$ cat config.mk
export PLATFORM = sky130hd
export DESIGN_NAME = sockit_spi_fifo
export DESIGN_NICKNAME = d
export VERILOG_FILES = /design/src/rtl/sockit_spi_pkg.sv /design/src/rtl/sockit_spi_fifo_ptr.sv /design/src/rtl/sockit_spi_fifo.sv
export SDC_FILE = /design/constraint.sdc
export NUM_CORES = 1
export LEC_CHECK = 0
export BUFFER_PORTS_ARGS = -buffer_cell sky130_fd_sc_hd__buf_2
export CORE_MARGIN = 10
export CORE_UTILIZATION = 55
export DETAILED_ROUTE_END_ITERATION = 12
export GPL_TIMING_DRIVEN = 0
export HOLD_SLACK_MARGIN = 0.02
export PLACE_DENSITY_LB_ADDON = 0.25
export SLEW_MARGIN = 15
export SYNTH_ARGS = -nofsm -noshare
export SYNTH_HDL_FRONTEND = slang
export SYNTH_HIERARCHICAL = 1
export SYNTH_SLANG_ARGS = --single-unit
$ cat constraint.sdc
create_clock -name clk -period 4.5 [get_ports clk]
set_input_delay 0.675 -clock clk [delete_from_list [all_inputs] [get_ports clk]]
set_output_delay 0.675 -clock clk [all_outputs]
set_load 0.005 [all_outputs]
$ cat src/rtl/sockit_spi_pkg.sv
// Shared helpers for the SPI master buffers.
// Counter/pointer sizing and wrapping pointer increment.
package sockit_spi_pkg;

   // occupancy counter width able to hold 0..depth
   function automatic int sockit_spi_cnt_w(input int depth);
      return $clog2(depth + 1);
   endfunction

   // pointer width able to hold 0..depth-1
   function automatic int sockit_spi_ptr_w(input int depth);
      return (depth > 2) ? $clog2(depth) : 1;
   endfunction

   // increment with explicit wrap at depth-1 (depth need not be 2^n)
   function automatic int sockit_spi_ptr_inc(input int ptr, input int depth);
      return (ptr == depth - 1) ? 0 : ptr + 1;
   endfunction

endpackage

$ cat src/rtl/sockit_spi_fifo_ptr.sv
// Wrapping pointer counter for sockit_spi_fifo.
// Counts 0..DEPTH-1 and wraps by compare.
module sockit_spi_fifo_ptr
   import sockit_spi_pkg::*;
#(
   parameter int DEPTH = 4,
   parameter int PW    = sockit_spi_ptr_w(DEPTH)
)(
   input  logic          clk,
   input  logic          rst,
   input  logic          clr,
   input  logic          inc,
   output logic [PW-1:0] ptr
);

   // pointer register: reset/clear to zero, else advance on inc
   always_ff @(posedge clk) begin
      if (!rst || clr) begin
         ptr <= '0;
      end else if (inc) begin
         ptr <= PW'(sockit_spi_ptr_inc(int'(ptr), DEPTH));
      end
   end

endmodule

$ cat src/rtl/sockit_spi_fifo.sv
// Valid/ready buffer with occupancy and flush for the SPI master.
// Optional zero-latency bypass: SOCKIT_SPI_FIFO_BYPASS_EN.
module sockit_spi_fifo
   import sockit_spi_pkg::*;
#(
   parameter int DW    = 32,
   parameter int DEPTH = 4,
   parameter int CW    = sockit_spi_cnt_w(DEPTH)
)(
   input  logic          clk,
   input  logic          rst,
   input  logic          clr,
   input  logic          i_vld,
   input  logic [DW-1:0] i_dat,
   output logic          i_rdy,
   output logic          o_vld,
   output logic [DW-1:0] o_dat,
   input  logic          o_rdy,
   output logic [CW-1:0] cnt,
   output logic          ful,
   output logic          emp
);

   localparam int PW = sockit_spi_ptr_w(DEPTH);

   logic [DW-1:0] mem [DEPTH];
   logic [PW-1:0] wp;
   logic [PW-1:0] rp;
   logic          act;
   logic          byp;
   logic          wr;
   logic          rd;

   assign act   = rst & ~clr;
   assign ful   = (cnt == CW'(DEPTH));
   assign emp   = (cnt == '0);
   assign i_rdy = act & ~ful;

   // handshake decode, output select and store/fetch enables
   always_comb begin
      byp   = 1'b0;
      o_vld = act & ~emp;
      o_dat = mem[rp];
`ifdef SOCKIT_SPI_FIFO_BYPASS_EN
      byp = act & emp & i_vld;
      if (byp) begin
         o_vld = 1'b1;
         o_dat = i_dat;
      end
`endif
      // a word that passes straight through is never stored
      wr = i_vld & i_rdy & ~(byp & o_rdy);
      rd = act & ~emp & o_rdy;
   end

   sockit_spi_fifo_ptr #(.DEPTH(DEPTH), .PW(PW)) u_wp (
      .clk (clk),
      .rst (rst),
      .clr (clr),
      .inc (wr),
      .ptr (wp)
   );

   sockit_spi_fifo_ptr #(.DEPTH(DEPTH), .PW(PW)) u_rp (
      .clk (clk),
      .rst (rst),
      .clr (clr),
      .inc (rd),
      .ptr (rp)
   );

   // storage write; contents are intentionally not reset
   always_ff @(posedge clk) begin
      if (wr) begin
         mem[wp] <= i_dat;
      end
   end

   // occupancy: +1 push only, -1 pop only
   always_ff @(posedge clk) begin
      if (!rst || clr) begin
         cnt <= '0;
      end else begin
         case ({wr, rd})
            2'b10:   cnt <= cnt + CW'(1);
            2'b01:   cnt <= cnt - CW'(1);
            default: cnt <= cnt;
         endcase
      end
   end

endmodule

==> results.ini <==
[status]
outcome=complete, no violations

[routing]
wl_per_cell_um=20.1
viasPerCell=5.45
drc_errors=0
routed_wl_mm=8.95
drt_pass1_iterations=4
drt-initial-drc-count=83
vias=2430
drtAntennaViolNets=0

[power_and_ir_drop]
ir_worst_vdd_mv=0.322
p_clk_share_pct=47.9
finalPower_mw=2.78
sw_frac_of_total_pct=20.3
power_leakage_nw=2.20
power.share.combinational_pct=2.3
cellPowerDensity_nw_per_um2=439
p_seq_share_pct=49.9
internal-power_mw=2.22
switchingPower_mw=0.564

[clocking]
cts_made_buffers=17
htreeDepth=4
clockBufferDepth=2
insertion_delay_ps=510
cts_tree=done
cts_resized=0
cts_setup_buffers=0
clkTransAtPathRegs_ps=60
cts-root-buf=clkbuf_8
numClockSinks=135
cts_hold_buf=0

[floorplanning]
core_um2=9110
ioPinCount=76
die_w_um=116
std_cell_rows=35
initial_core_util_pct=55.9
dieArea_um2=13500
die_h_um=116

[place]
dpl.hpwl_mm=6.37
place_area_um2=5760
place_ws_ps=1800
dp_cells=414
gp_congestion=0.750
portBuffers=75

[sta]
setup_viol=0
finalCritPeriodShare_pct=57.5
fin_setup_tns_ps=0
max-slew-margin-rel_pct=47.8
hold_viol_final=0
drv_slew=0
fmax_ghz=0.386
worst_slew_pin_slew_ps=779
skew_ps=15.4
grt_setup_unrepaired=false
min_period_ps=2590
layout_setup_ws_ps=1910

[setup_path]
crit_buf_inv=3
max_stage_delay_ps=530
cp.depth=4
arrival_ps=1910
crit_path_start_kind=flop
r2r_cells=8
crit_type=reg2out
path_cells=buf_6, buf_12, mux4_2, buf_2
cp.required_ps=3830
end_kind=output port
crit_path_max_fanout=10
slowest_stage=mux4_2
cp_top_family=multiplexers

[synth]
ys_seq_elements=135
yosys-top-cells-area=edfxtp_1, mux4_2, dfxtp_1
synth_edf_count=128
synth.distinct_cells=27
syn_area_per_cell_um2=23.6
yosysTopAreaCellShare_pct=75.4
yosys.area.top_type=edfxtp_1
synthCells=216
synth_nets=257
async_reset_ff_share_pct=0
synthFlopType=edfxtp_1
seq_area_frac_synth_pct=78.2
synth_warnings=6
netlist_area_um2=5090

[global_routing]
gr-usage-met3_pct=4.88
antenna_found_initial=0
overflow=0
grt_max_degree=18
grt_usage_pct=14.8
grt_pass1_vias=2733
top_usage_layer=met2
met2_usage_pct=23.7
use_met1_pct=17.8
grt_pass1_wl_mm=14.7

[finish]
seq_area_um2=3980
fin_area_um2=6340
multi_input_area_um2=1020
drive_gt1_share_pct=49.0
final_nets=363
fill_cells=593
fin_cells=446
area_delta_synth_final_pct=24.5
antenna_cells=0

[flow_run]
max_cap_violations=0

[hold_path]
whs_path_depth=1
hold_class=in2reg

==> state kept, by name, summed over array words and instances, names as in the netlist <==
signal,count
cnt,3
u_rp/ptr,2
u_wp/ptr,2
mem,128
==> cell usage after synthesis (2+ instances only) <==
cell type	instances
mux4_1	2
dfxtp_1	7
nor3b_1	2
or3b_1	2
mux4_2	30
nor2_1	7
edfxtp_1	128
buf_12	3
ha_1	3
nand2b_1	5
a21oi_1	2
mux2i_1	2
buf_2	3
xor2_1	2
inv_1	4
a21oi_2	2
nor3_1	2
==> cell type report <==
class	instances	share of cell area [%]
clock inverter	14	2.58
multi-input combinational	69	16.1
timing repair buffer	87	8.07
tap	111	2.19
buffer	7	1.36
clock buffer	18	6.59
inverter	5	0.296
sequential	135	62.8
==> cell families (layout without fill, tap and decap cells) <==
family,after synthesis,in the layout,share of synthesized area [%]
AOI/OAI and AO/OA,5,5,0.638
and+or+nand+nor,24,24,2.95
adders and majority gates,4,4,1.13
DFF,135,135,78.2
xor gates and xnor gates,2,2,0.344
muxes,34,34,14.7
buffers and inverters,12,131,2.06
==> through the flow <==
stage	util, %	hold slack [ps]
after global routing	69.6	355
final	69.6	377
after CTS	69.6	351
after global placement	61.6	502
after detailed placement	63.3	514
after floorplan	-	495
==> layer usage <==
layer  vias to the layer above  share of wire, %
met3                         7               5.6
li1                       1120                 -
met5                         -                 0
met4                         0              0.93
met2                        55                53
met1                      1248                41
==> power by group through the flow <==
stage                     Sequential [mW]  Combinational (mW)  Clock (mW)
after floorplan                      1.41              0.0214           0
after global placement               1.42              0.0592           0
after detailed placement             1.41              0.0648           0
after CTS                            1.39              0.0650        1.36
after global routing                 1.39              0.0714        1.43
final                                1.39              0.0636        1.33
==> worst reg2reg max path, delay by kind of cell (launching register included) <==
| kind | cells | cell delay [ps] |
|---|---|---|
| and+or+nand+nor | 3 | 830 |
| adders and majority gates | 2 | 580 |
| DFF | 1 | 370 |
| xor gates and xnor gates | 1 | 160 |
| AOI/OAI and AO/OA | 1 | 140 |
| buffers and inverters | 1 | 60 |
==> path summary, 6_finish.rpt <==
check | startpoint | end | slack (ps)
setup / recovery | u_rp/ptr[0]$_SDFFE_PP0P_ | o_dat[28] | 1910
hold / removal | i_dat[0] | mem[2][0]$_DFFE_PP_ | 380
setup reg to reg | cnt[2]$_SDFFE_PP0P_ | cnt[2]$_SDFFE_PP0P_ | 2290
hold reg to reg | cnt[2]$_SDFFE_PP0P_ | cnt[2]$_SDFFE_PP0P_ | 520
==> layout by cell type (no fill, tap or decap), types with 3 or more instances in the layout <==
cell       Yosys  layout
dfxtp_1        7       7
buf_4          0       4
nand2b_1       5       5
nor2_1         7       7
buf_2          3      78
buf_6          1       8
edfxtp_1     128     128
ha_1           3       3
inv_6          0       5
inv_1          4       4
buf_12         3       3
mux4_2        30      30
clkbuf_16      0      16
Note: power is estimated with default switching activity, not from simulation.
